[src/rtl/twiddle_addr_seq.sv]
// twiddle_addr_seq: paired twiddle-ROM address sequencer for the recover-2N FFT.
// On an accepted start it walks k = 0..N/2 and drives addr_col1 = k*stride and
// addr_col2 = (N-k)*stride mod 2^ADDR_W. A ROM_LAT-deep tag pipeline carries
// {valid, last, k} so dv / k_o / done line up with the ROM data output.
// Optional feature: define TWIDDLE_ADDR_ABORT_EN to add the abort input.
//
// Handshake: valid is a one-cycle ROM read enable per issued k; stall=1 in RUN
// withholds the next issue (valid=0, k held). dv rises exactly ROM_LAT cycles
// after its valid and is never back-pressured.
module twiddle_addr_seq #(
  parameter int ADDR_W  = 11,
  parameter int ROM_LAT = 1
) (
  input  logic              clk,
  input  logic              rst,
  input  logic              start,
  input  logic [3:0]        len_log2,
  input  logic              stall,
`ifdef TWIDDLE_ADDR_ABORT_EN
  input  logic              abort,
`endif
  output logic              valid,
  output logic [ADDR_W-1:0] addr_col1,
  output logic [ADDR_W-1:0] addr_col2,
  output logic              dv,
  output logic [ADDR_W-1:0] k_o,
  output logic              busy,
  output logic              done,
  output logic              cfg_err,
  output logic [1:0]        dbg_state
);

  typedef enum logic [1:0] {S_IDLE = 2'd0, S_RUN = 2'd1, S_DRAIN = 2'd2} state_t;

  localparam logic [ADDR_W:0] N_MAX = {1'b1, {ADDR_W{1'b0}}};
  localparam logic [3:0]      AW4   = 4'(ADDR_W);

  state_t r_state;
  state_t w_state_nxt;

  logic              w_accept;
  logic              w_issue;
  logic              w_flush;
  logic              w_cfg_err_nxt;
  logic              w_abort;
  logic              w_len_ok;
  logic [ADDR_W:0]   w_a1;
  logic [ADDR_W:0]   w_a2;
  logic [ADDR_W-1:0] w_half_new;
  logic              w_tag_last;

  logic [3:0]        r_shift;
  logic [ADDR_W-1:0] r_half;
  logic [ADDR_W-1:0] r_k;        // next k to issue
  logic [ADDR_W-1:0] r_issue_k;  // k currently presented with valid
  logic              r_valid;
  logic [ADDR_W-1:0] r_addr1;
  logic [ADDR_W-1:0] r_addr2;
  logic              r_cfg_err;
  logic              r_pv [ROM_LAT];
  logic              r_pl [ROM_LAT];
  logic [ADDR_W-1:0] r_pk [ROM_LAT];

`ifdef TWIDDLE_ADDR_ABORT_EN
  assign w_abort = abort;
`else
  assign w_abort = 1'b0;
`endif

  assign w_len_ok   = (len_log2 >= 4'd2) && (len_log2 <= AW4);
  assign w_half_new = {{(ADDR_W-1){1'b0}}, 1'b1} << (len_log2 - 4'd1);
  assign w_a1       = {1'b0, r_k} << r_shift;
  assign w_a2       = N_MAX - w_a1;
  assign w_tag_last = r_valid && (r_issue_k == r_half);

  // State register
  always_ff @(posedge clk) begin
    if (rst) r_state <= S_IDLE;
    else     r_state <= w_state_nxt;
  end

  // Next-state and per-cycle control decisions
  always_comb begin
    w_state_nxt   = r_state;
    w_accept      = 1'b0;
    w_issue       = 1'b0;
    w_flush       = 1'b0;
    w_cfg_err_nxt = 1'b0;
    case (r_state)
      S_IDLE: begin
        if (start) begin
          if (w_len_ok) begin
            w_accept    = 1'b1;
            w_state_nxt = S_RUN;
          end else begin
            w_cfg_err_nxt = 1'b1;
          end
        end
      end
      S_RUN: begin
        if (w_abort) begin
          w_flush     = 1'b1;
          w_state_nxt = S_IDLE;
        end else if (!stall) begin
          w_issue = 1'b1;
          if (r_k == r_half) w_state_nxt = S_DRAIN;
        end
      end
      S_DRAIN: begin
        if (w_abort) begin
          w_flush     = 1'b1;
          w_state_nxt = S_IDLE;
        end else if (r_pl[ROM_LAT-1]) begin
          // final tag is on the output this cycle; pipeline is empty after it
          w_state_nxt = S_IDLE;
        end
      end
      default: w_state_nxt = S_IDLE;
    endcase
  end

  // Address issue registers: k=0 goes out on the accepting edge itself
  always_ff @(posedge clk) begin
    if (rst) begin
      r_shift   <= '0;
      r_half    <= '0;
      r_k       <= '0;
      r_issue_k <= '0;
      r_valid   <= 1'b0;
      r_addr1   <= '0;
      r_addr2   <= '0;
      r_cfg_err <= 1'b0;
    end else begin
      r_cfg_err <= w_cfg_err_nxt;
      if (w_accept) begin
        r_shift   <= AW4 - len_log2;
        r_half    <= w_half_new;
        r_k       <= ADDR_W'(1);
        r_issue_k <= '0;
        r_valid   <= 1'b1;
        r_addr1   <= '0;
        r_addr2   <= '0;
      end else if (w_issue) begin
        r_issue_k <= r_k;
        r_k       <= r_k + ADDR_W'(1);
        r_valid   <= 1'b1;
        r_addr1   <= w_a1[ADDR_W-1:0];
        r_addr2   <= w_a2[ADDR_W-1:0];
      end else begin
        r_valid   <= 1'b0;
      end
    end
  end

  // Tag pipeline: delays {valid, last, k} to match the ROM read latency
  always_ff @(posedge clk) begin
    if (rst || w_flush) begin
      for (int i = 0; i < ROM_LAT; i++) begin
        r_pv[i] <= 1'b0;
        r_pl[i] <= 1'b0;
        r_pk[i] <= '0;
      end
    end else begin
      r_pv[0] <= r_valid;
      r_pl[0] <= w_tag_last;
      r_pk[0] <= r_issue_k;
      for (int i = 1; i < ROM_LAT; i++) begin
        r_pv[i] <= r_pv[i-1];
        r_pl[i] <= r_pl[i-1];
        r_pk[i] <= r_pk[i-1];
      end
    end
  end

  assign valid     = r_valid;
  assign addr_col1 = r_addr1;
  assign addr_col2 = r_addr2;
  assign dv        = r_pv[ROM_LAT-1];
  assign k_o       = r_pk[ROM_LAT-1];
  assign done      = r_pl[ROM_LAT-1];
  assign busy      = (r_state != S_IDLE);
  assign cfg_err   = r_cfg_err;
  assign dbg_state = r_state;

endmodule

[config.mk]
export PLATFORM = sky130hd
export DESIGN_NAME = twiddle_addr_seq
export DESIGN_NICKNAME = d
export VERILOG_FILES = /design/src/rtl/twiddle_addr_seq.sv
export SDC_FILE = /design/constraint.sdc
export NUM_CORES = 1
export LEC_CHECK = 0
export ABC_AREA = 1
export CORE_MARGIN = 2
export CORE_UTILIZATION = 50
export DETAILED_ROUTE_END_ITERATION = 10
export GPL_ROUTABILITY_DRIVEN = 0
export GPL_TIMING_DRIVEN = 0
export PLACE_DENSITY = 0.76
export SYNTH_ARGS = -nofsm -noshare
export SYNTH_HDL_FRONTEND = slang
export SYNTH_SLANG_ARGS = --single-unit
[constraint.sdc]
create_clock -name clk -period 1.6 [get_ports clk]
set_input_delay 0.32 -clock clk [delete_from_list [all_inputs] [get_ports clk]]
set_output_delay 0.32 -clock clk [all_outputs]
set_load 0.01 [all_outputs]
==> summary.txt <==
Critical path
  – Worst r2r dst: addr_col2[7]
  – Required time worst endpoint: 1920 ps
  – Startpoint types: flop
  – Crit Path Max Fanout: 7
  – Crit path kind: flop to flop
  – Worst r2r path cells: 11
  – Reg2Reg Setup Slack: -110 ps
  – Critical R2R Launch: r_shift[2]
  – Critical path capture point type: flop
  – Data arrival, critical path: 2030 ps

Floorplan
  – Die X: 90.0 microns
  – Die ar.: 8090 sq um
  – Core footprint: 7210 sq um
  – Std cell rows: 31
  – DIE HEIGHT: 90.0 microns
  – I/O pin total: 48
  – Initial core utilization: 0.512

Clocking
  – CTS Buffer Depth: 2
  – CTS tree: yes
  – Clock H-tree levels: 3
  – Clk sinks: 75
  – Reg clk slew, reported paths: 90 ps
  – Num CTS Buffers: 9
  – Worst-Skew Late Latency: 360 ps
  – Clk root buf: clkbuf_8

Synth
  – Mapped cell area: 3690 sq um
  – Ys flop type: dfxtp_1
  – Post-synth cell types: 44
  – Top post-synthesis cells by area: dfxtp_1, nand2_1, nand3_1, inv_1, nor2_1
  – Seq/Total Area, Yosys: 0.406
  – Cell taking the most area after synthesis: dfxtp_1
  – Share of synthesized registers carrying an async set or reset: 0
  – Mean Syn Cell Area: 7.13 sq um
  – Post-synthesis register bit count: 75
  – Count leader, synth: nand2_1
  – Synth Instances: 518
  – Post-synth net total: 530
  – EDFF count, synth: 0
  – Most frequent cells after synthesis: nand2_1, dfxtp_1, inv_1, nand3_1, nor2_1
  – Top-area cell type share of the netlist area: 0.406
  – Synth warn: 0

Detailed routing
  – DRC violation total after the first TritonRoute iteration: 367
  – DR WL/cell: 16.5 microns
  – Drc violations: 0
  – Aggregate routed wire length: 11600 microns
  – Final ANT Viol Nets: 0
  – Via density per instance: 5.67
  – Via count: 3966
  – Pre-antenna DRT Iters: 5

Placed design
  – Cells after DPL: 663
  – IO buf count: 46
  – HPWL after detailed placement: 7500 microns

STA
  – Final setup viols: 7
  – FMAX: 585 MHz
  – Least-Margin Pin Slew: 499 ps
  – RSZ-0062 raised after global routing: true
  – Slew Viols, Final: 0
  – Slack of the critical path: -108 ps
  – Hold slack: 260 ps
  – Final period util: 1.07
  – Tmin final: 1710 ps
  – Slew Limit Headroom: 0.659
  – Hold Fails Final Rpt: 0
  – Clk_skew: 8.28 ps

Global route
  – Grt ovf: 0
  – First-pass GRT wire length: 17500 microns
  – Vias in the first global route: 3641
  – Largest net degree at the start of global routing: 16
  – Initial antenna violation count: 0
  – Total Routing Usage GR: 0.266

Final layout
  – Share of layout cells above drive strength 1: 0.255
  – Fillers: 565
  – Post-Layout Cell Count: 699
  – Area of the multi-input gates: 2110 sq um
  – Nets@finish: 607
  – Register area: 1520 sq um
  – Number of diodes: 0
  – P&R area growth vs syn: 36.4%

Job
  – Max cap viols: 0

Power and ir drop
  – Pwr dens: 914 nW/um^2
  – Peak VDD IR: 0.633 mV
  – Leak: 2.17 nW
  – Pwr Total: 4.61 mW

Hold path
  – Worst Hold Class: input pin to flop
  – Hold Startpoint: rst
  – Cell depth of the worst min-delay path: 2
  – Hold Path Sink: r_k[0]

Run status
  – Status: finished with violations
  – Failing checks: setup timing
==> critical path: stages, from the launching register on <==
cell     delay [ps]
dfxtp_2         360
buf_4           110
inv_1            70
nor2_4          180
inv_1           100
o21ai_4         250
inv_1           110
nor2_1          170
nand4_1         120
nand3_1         100
nand2_1          50
inv_1            40
==> sequential cells by signal, summed over array words and instances, names as in the netlist <==
| signal | count |
|---|---|
| r_pv | 1 |
| r_k | 11 |
| r_pk | 11 |
| addr_col1 | 11 |
| r_pl | 1 |
| r_shift | 4 |
| addr_col2 | 10 |
| r_half | 11 |
| dbg_state | 2 |
| cfg_err | 1 |
| r_issue_k | 11 |
| valid | 1 |
==> layer usage <==
metal / global-route usage / wire, microns
met5: 0 / 0
met4: 0.119 / 385
met3: 0.0360 / 799
met2: 0.468 / 5640
met1: 0.325 / 4730
==> per-stage QoR <==
stage                util  setup WS (ps)  TNS, ps  cell area [sq um]
finish              0.698           -108     -405               5040
global route        0.698           -167    -1100               5040
CTS                 0.652          -35.0    -55.2               4700
detailed placement  0.595           -781   -39020               4290
global placement    0.595           -769   -37500               4290
floorplan               -           1.23        0               3710
==> worst max-delay path by stage <==
stage,startpoint,endpoint,slack (ps)
floorplan,r_shift[3],addr_col2[8],1
global placement,len_log2[2],r_shift[2],-770
detailed placement,len_log2[2],r_shift[2],-780
CTS,r_shift[2],addr_col2[8],-40
global route,r_shift[0],addr_col2[8],-170
finish,r_shift[2],addr_col2[7],-110
==> cell type report <==
| type | instances | area share |
|---|---|---|
| Timing Repair Buffer | 70 | 0.128 |
| Inverter | 70 | 0.0546 |
| Multi-Input combinational cell | 347 | 0.419 |
| Tap cell | 99 | 0.0246 |
| Clock buffer | 9 | 0.0246 |
| Clock inverter | 7 | 0.0114 |
| Sequential cell | 75 | 0.302 |
| Buffer | 22 | 0.0355 |
==> placed cells by master (no fill, tap or decap), types with 3 or more instances in the layout <==
cell,instances
nand2_4,10
inv_2,12
a21oi_1,36
buf_2,6
inv_1,53
o32ai_1,3
nor2_4,11
buf_4,26
nor2_1,39
nand3_2,13
nand3_1,41
dfxtp_1,67
dfxtp_2,4
nand4_1,6
buf_6,7
o211ai_1,4
o21ai_0,25
nand3_4,6
inv_6,4
nor3_1,4
clkdlybuf4s50_1,33
ha_1,3
o22ai_1,13
nor2_2,6
nand2_2,12
dlymetal6s2s_1,7
nand2_1,82
clkbuf_8,10
inv_4,3
xor2_1,7
xnor2_1,4
dfxtp_4,4
dlygate4sd2_1,5
==> repair_timing <==
item / CTS / global route
setup endpoints to repair: 63 / 53
hold buffers: 0 / 0
pin swaps: 9 / 24
buffers inserted: 11 / 12
hold endpoints to repair: 0 / 0
gates cloned: 0 / 1
gates resized for setup: 56 / 74
==> power by group <==
part           leakage (nW)  internal [mW]  switching, mW
clock                0.0886          0.587          0.826
combinational          1.47          0.484          0.720
sequential            0.612           1.93         0.0558
total                  2.17           3.00           1.60
==> kinds of logic (layout without fill, tap and decap cells) <==
group / count (synthesis) / count (layout) / synth area share
AND/OR/NAND/NOR: 239 / 239 / 0.299
buffers and inverters: 96 / 178 / 0.109
AO/OA/AOI/OAI: 92 / 92 / 0.143
flip-flops: 75 / 75 / 0.406
XOR/XNOR: 11 / 11 / 0.0261
adder cells (fa/ha/maj): 4 / 4 / 0.0135
multiplexers: 1 / 1 / 0.00271
Power figures use the tool's default switching activity.
